--- config.mk ---
export PLATFORM = sky130hd
export DESIGN_NAME = name_rle_encoder
export DESIGN_NICKNAME = d
export VERILOG_FILES = /design/src/rtl/name_rle_encoder.sv
export SDC_FILE = /design/constraint.sdc
export NUM_CORES = 1
export LEC_CHECK = 0
export BUFFER_PORTS_ARGS = -buffer_cell sky130_fd_sc_hd__buf_4
export CAP_MARGIN = 20
export CORE_AREA = 3 3 204 206
export DETAILED_ROUTE_END_ITERATION = 7
export DIE_AREA = 0 0 207 209
export PLACE_DENSITY = 0.84
export SYNTH_ARGS = -nofsm -noshare
export SYNTH_HDL_FRONTEND = slang
export SYNTH_SLANG_ARGS = --single-unit
--- constraint.sdc ---
create_clock -name clk -period 5.34 [get_ports clk]
set_clock_uncertainty 0.1 [all_clocks]
set_input_delay 0.801 -clock clk [delete_from_list [all_inputs] [get_ports clk]]
set_output_delay 0.801 -clock clk [all_outputs]
set_load 0.02 [all_outputs]
--- src/rtl/name_rle_encoder.sv ---
// rtl/name_rle_encoder.sv - run-length encoder turning a read-name stream into {name, count} records
//
// Merges consecutive identical names into one record; a run that reaches the
// all-ones count is emitted and restarted rather than wrapped.
//
// Ports:
//   clk        system clock, all logic on posedge
//   rst        synchronous active-high reset
//   in_valid   in_name/in_last valid
//   in_ready   beat accepted when in_valid & in_ready
//   in_name    incoming read name (NAME_W)
//   in_last    final beat of the stream; closes the open run
//   out_valid  out_rec holds a record
//   out_ready  consumer takes the record
//   out_rec    {run_name, run_count}, run_count >= 1

module name_rle_encoder #(
  parameter int NAME_W = 128,
  parameter int CNT_W  = 32
) (
  input  logic                    clk,
  input  logic                    rst,
  input  logic                    in_valid,
  output logic                    in_ready,
  input  logic [NAME_W-1:0]       in_name,
  input  logic                    in_last,
  output logic                    out_valid,
  input  logic                    out_ready,
  output logic [NAME_W+CNT_W-1:0] out_rec
);

  typedef enum logic [1:0] {ST_EMPTY, ST_RUN, ST_FLUSH} state_t;

  localparam logic [CNT_W-1:0] CNT_MAX = '1;
  localparam logic [CNT_W-1:0] CNT_ONE = CNT_W'(1);

  state_t                    state_q, state_d;
  logic [NAME_W-1:0]         cur_name_q, cur_name_d;
  logic [CNT_W-1:0]          cur_cnt_q, cur_cnt_d;
  logic [NAME_W-1:0]         pend_name_q, pend_name_d;
  logic [NAME_W+CNT_W-1:0]   out_rec_q, out_rec_d;
  logic                      out_valid_q, out_valid_d;

  logic                      slot_free;
  logic                      accept;
  logic                      same_name;
  logic                      cnt_sat;
  logic                      emit;
  logic [NAME_W-1:0]         emit_name;
  logic [CNT_W-1:0]          emit_cnt;

  // Every accepted beat may emit, so input is only taken when the output
  // register is free (or being drained this same cycle).
  assign slot_free = !out_valid_q || out_ready;
  assign in_ready  = (state_q != ST_FLUSH) && slot_free;
  assign accept    = in_valid && in_ready;
  assign same_name = (in_name == cur_name_q);
  assign cnt_sat   = (cur_cnt_q == CNT_MAX);

  assign out_valid = out_valid_q;
  assign out_rec   = out_rec_q;

  always_comb begin
    state_d     = state_q;
    cur_name_d  = cur_name_q;
    cur_cnt_d   = cur_cnt_q;
    pend_name_d = pend_name_q;
    out_rec_d   = out_rec_q;
    out_valid_d = out_valid_q && !out_ready;
    emit        = 1'b0;
    emit_name   = cur_name_q;
    emit_cnt    = cur_cnt_q;

    case (state_q)
      ST_EMPTY: begin
        if (accept) begin
          if (in_last) begin
            emit      = 1'b1;
            emit_name = in_name;
            emit_cnt  = CNT_ONE;
          end else begin
            cur_name_d = in_name;
            cur_cnt_d  = CNT_ONE;
            state_d    = ST_RUN;
          end
        end
      end

      ST_RUN: begin
        if (accept) begin
          if (same_name) begin
            if (cnt_sat) begin
              // Saturated run: close it at CNT_MAX and carry the new beat on.
              emit     = 1'b1;
              emit_cnt = CNT_MAX;
              if (in_last) begin
                pend_name_d = in_name;
                state_d     = ST_FLUSH;
              end else begin
                cur_cnt_d = CNT_ONE;
              end
            end else if (in_last) begin
              emit     = 1'b1;
              emit_cnt = cur_cnt_q + CNT_ONE;
              state_d  = ST_EMPTY;
            end else begin
              cur_cnt_d = cur_cnt_q + CNT_ONE;
            end
          end else begin
            emit = 1'b1;
            if (in_last) begin
              // Two records owed; the second waits one cycle in FLUSH.
              pend_name_d = in_name;
              state_d     = ST_FLUSH;
            end else begin
              cur_name_d = in_name;
              cur_cnt_d  = CNT_ONE;
            end
          end
        end
      end

      ST_FLUSH: begin
        if (slot_free) begin
          emit      = 1'b1;
          emit_name = pend_name_q;
          emit_cnt  = CNT_ONE;
          state_d   = ST_EMPTY;
        end
      end

      default: state_d = ST_EMPTY;
    endcase

    if (emit) begin
      out_rec_d   = {emit_name, emit_cnt};
      out_valid_d = 1'b1;
    end
  end

  always_ff @(posedge clk) begin
    if (rst) begin
      state_q     <= ST_EMPTY;
      cur_name_q  <= '0;
      cur_cnt_q   <= '0;
      pend_name_q <= '0;
      out_rec_q   <= '0;
      out_valid_q <= 1'b0;
    end else begin
      state_q     <= state_d;
      cur_name_q  <= cur_name_d;
      cur_cnt_q   <= cur_cnt_d;
      pend_name_q <= pend_name_d;
      out_rec_q   <= out_rec_d;
      out_valid_q <= out_valid_d;
    end
  end

endmodule

# Word-level counts from Yosys, hierarchy flattened
# Cells that the tools add are included.
# word_totals
regBits	451
in_bits	133
out_inout_bits	162
# classes
add_sub_neg	1
eq_ne	13
muxes	44
reduce_logical	12
# op_table
operator	n
$mux 128	10
$pmux 128 s2	2
$mux 32	13
$eq 128x128->1	1
$pmux 32 s3	1
$pmux 32 s2	1
$add 32x1->32 const B	1
$eq 32x32->1 const B	1
$mux 2	8
$ne 2x2->1 const B	6
$ne 4x4->1 const B	2
$reduce_and 4->1	2
$mux 1	7
$pmux 2 s3	1
$reduce_and 5->1	1
$logic_and 1x1->1	3
$pmux 1 s3	1
$reduce_and 3->1	1
$eq 2x1->1 const B	1
$eq 2x2->1 const B	1
$logic_not 1->1	2
$logic_not 2->1	1
$ne 2x1->1 const B	1
$reduce_bool 2->1	1
$logic_or 1x1->1	1

# Logic depth before layout (Yosys ltp)
# depth
word_depth	7
ltp_mapped	11
ltp_nobuf	9

# Worst setup path after synthesis
# No wires, ideal clock.
# synth_path
kind	input-to-reg
startpoint	input port in_name[50]
endpoint	register pend_name_q[28]
setup_time_ns	0.071
arrival_time_ns	2.716
t_required_ns	5.169
path_slack_ns	2.453
path_stages	10
path_buffers	2
path_cell_list	xnor2_1 > nand4_1 > nor4_1 > nand4_1 > or2_1 > o211ai_1 > buf_2 > buf_1 > nand2_1 > a21oi_2
# synth_via
elab_chain_cells	3
elab_cells_between_ends	4
# synth_rtl
element	line	text
start: declaration	25	input logic [NAME_W-1:0] in_name,
$eq 128x128->1 (*)	57	assign same_name = (in_name == cur_name_q);
$ne 2x1->1 (no source line)	--	
$reduce_and 3->1 (no source line)	--	
end signal: assignment	153	pend_name_q <= pend_name_d;
end: declaration	40	logic [NAME_W-1:0] pend_name_q, pend_name_d;
# Mark *: on every way between the ends. The rest lies on a longest branch, timed or not.
# A chain may end at the register's enable or synchronous reset.

# Final worst setup path
# layout_path
startpoint	register cur_cnt_q[1]
endpoint	register out_rec_q[49] (netlist: out_rec[49])
# layout_via
elab_chain_cells	5
# layout_rtl
element	line	text
start: declaration	39	logic [CNT_W-1:0] cur_cnt_q, cur_cnt_d;
start signal: assignment	152	cur_cnt_q <= cur_cnt_d;
$eq 32x32->1	58	assign cnt_sat = (cur_cnt_q == CNT_MAX);
$mux 1	92	if (cnt_sat) begin
$mux 1	91	if (same_name) begin
$mux 1	90	if (accept) begin
$pmux 1 s3	74	case (state_q)
end signal: assignment	154	out_rec_q <= out_rec_d;
end: declaration	41	logic [NAME_W+CNT_W-1:0] out_rec_q, out_rec_d;
# No other way between the ends.

==> key figures <==
Outcome
  – Status: finished, final reports clean

GRT
  – First-pass GRT wire length: 109 mm
  – Initial antenna violation count: 8
  – Largest net degree at the start of global routing: 186
  – Global Route Usage Sum: 30.9%
  – Grt ovf: 0
  – Vias in the first global route: 18800

Yosys
  – Synth Register Bits: 451
  – Mapped Area: 21100 sq um
  – Main flop type after synthesis: dfxtp_1
  – Largest cells by area after synthesis: dfxtp_1 (43%), mux2i_1 (6.2%), nand2_1 (6.2%), a311oi_1 (5.4%), xnor2_1 (5.3%)
  – Largest area contributor in the netlist: dfxtp_1
  – Synth Area per Inst: 8.79 sq um
  – Ys async rst share: 0%
  – Number of synthesized flops with an enable pin: 0
  – Register area share after synthesis: 42.7%
  – Post-Syn Nets: 2540
  – Post-synth top area share: 42.7%
  – Number of warnings issued by yosys: 0
  – Synth cell types: 69
  – Gate Count Post-Synth: 2404

Min path
  – Hold Crit Class: flop to flop

STA
  – Shortest period the worst path allows: 4.14 ns
  – Worst-margin pin slew: 1.17 ns
  – Fin crit share: 77.5%
  – Relative slew slack: 21.9%
  – RSZ-0062 raised after global routing: no
  – Setup tns final: 0 ns
  – Final setup viols: 0
  – Pins Over Slew Limit: 0
  – Hold Fails Final Rpt: 0
  – Fmax: 242 MHz

Floorplan
  – Die H: 209 um
  – Initial Util: 53.1%
  – Die Width: 207 um
  – Die area: 43300 sq um
  – # IOs: 295
  – Core outline area: 39800 sq um
  – Std cell rows: 73

CTS
  – CTS Buf Count: 48
  – Worst-skew pair later-pin latency: 0.60 ns
  – Maximum buffer depth of the clock tree: 3
  – Clk pin slew, worst setup/hold paths: 0.06 ns
  – Total setup buffers inserted after CTS: 0
  – Clock Tree Root: clkbuf_16
  – Resized Gates After CTS: 0
  – Max H-tree Level: 2
  – CTS sink cnt: 451
  – CTS tree: built
  – Cts hold-fix bufs: 0

Drt
  – Final WL: 70.9 mm
  – # DRC: 0
  – Antenna-violating nets left: 0
  – Drt via density: 6.23
  – WL per Instance: 22.6 um
  – Initial DRC count: 1796
  – Via count: 19500
  – Drt pass-1 iters: 5

Pwr
  – Reg power frac: 43.9%
  – Internal: 0.00602 W
  – Clk pwr share: 41.0%
  – Leak: 8.57 nW
  – Sw Ratio: 27.9%
  – NetSw: 0.00234 W
  – Pwr Density: 335 nW/um^2
  – Gate power share: 15.1%
  – Peak supply drop: 0.000267 V

Cells and area
  – Fin nets: 2714
  – Layout cell share with drive strength beyond 1: 23.7%
  – Most common cell after layout, fill and taps aside: dfxtp_1
  – Post-layout util: 62.6%
  – Area Growth Syn to Fin: 18.1%
  – Commonest cells after routing, fill and taps aside: dfxtp_1 (451), nand2_1 (348), buf_4 (318)

Flow run
  – Max-cap violations: 0

Place
  – DP HPWL: 46.0 mm
  – Routability cong.: 0.909
  – Number of port buffers: 294

Worst setup path
  – Crit end category: flop
  – Crit path kind: flop to flop
  – Critical path arrival: 4.52 ns
  – Crit path required time: 5.72 ns
  – CP Launch Type: flop
  – Reg2reg setup slack: 1.20 ns
  – CP max FO: 185
-- cell usage after synthesis, types with 5 or more instances --
library cell,count
xnor2_1,129
nand3b_1,9
a311oi_1,131
nand4b_1,7
a21oi_2,100
nor4_1,17
nand2_2,101
o31ai_1,5
buf_12,11
nand2_1,348
inv_1,13
dfxtp_1,451
clkbuf_1,126
nand3_1,40
nor3_1,14
a32o_1,8
and3_1,13
nand4_1,48
nand2b_1,11
mux2i_1,131
nor2_1,290
buf_2,56
o32ai_1,8
o2bb2ai_1,8
nor2b_1,6
a31oi_1,28
or4_1,15
o21ai_0,23
a21oi_1,54
a22oi_1,132
-- final cells by class --
| type | count | area [sq um] |
|---|---|---|
| clock buffer | 71 | 1410 |
| sequential | 451 | 9030 |
| tap | 525 | 657 |
| clock inverter | 12 | 200 |
| antenna | 4 | 10.0 |
| fill | 3315 | 14900 |
| inverter | 13 | 48.8 |
| timing repair buffer | 326 | 2540 |
| multi-input combinational | 1738 | 11000 |
-- flip-flops by register name (all words and copies together), names as in the netlist --
register and flops:
cur_cnt_q 32, cur_name_q 128, out_rec 160, out_valid 1, pend_name_q 128, state_q 2
-- cell families after synthesis --
kind of cell	synth area share, %
and+or+nand+nor	20.6
AOI/OAI and AO/OA	19.7
DFF	42.7
buffers and inverters	5.16
muxes	6.21
xor gates and xnor gates	5.39
adders and majority gates	0.178
-- stage by stage --
stage / power [W] / area, sq um / hold slack, ns / cells / setup WS (ns)
2_1_floorplan: 0.00444 / 21100 / 0.336 / 2404 / 2.45
3_3_place_gp: 0.00494 / 23300 / 0.340 / 3053 / 0.905
3_5_place_dp: 0.00497 / 23300 / 0.347 / 3053 / 0.887
4_1_cts: 0.00836 / 24900 / 0.348 / 3136 / 1.30
5_1_grt: 0.00860 / 24900 / 0.365 / 3140 / 1.05
6_report: 0.00836 / 24900 / 0.354 / 3140 / 1.20
-- power groups by stage --
stage               clock [W]  sequential [W]  combinational [W]
detailed placement          0         0.00374            0.00124
global route          0.00358         0.00368            0.00133
floorplan                   0         0.00381           0.000626
finish                0.00343         0.00367            0.00126
CTS                   0.00345         0.00367            0.00125
global placement            0         0.00373            0.00121
-- path summary, 6_finish.rpt --
check,startpoint,to,cells after the start
worst min-delay path,pend_name_q[127],pend_name_q[127],2
worst max-delay path,cur_cnt_q[1],out_rec[49],10
worst max register to register,cur_cnt_q[1],out_rec[49],10
worst min register to register,pend_name_q[127],pend_name_q[127],2
-- worst max-delay path: stages (launching register included) --
cell	delay [ns]
dfxtp_1	0.40
ha_1	0.30
nand3_2	0.20
nor4_4	0.56
nand4_2	0.23
or2_4	0.45
a31oi_4	0.26
buf_12	0.61
buf_4	0.45
nor2_1	0.09
a311oi_1	0.28
-- per-layer routing --
layer	wire, um	GRT usage [%]	vias to the layer above
met5	57	0	-
met4	3090	12.8	8
met3	6650	7.75	176
met2	33100	50.6	928
met1	27900	39.2	9553
li1	-	-	8882
No activity file was read; power rests on OpenSTA's default activity.
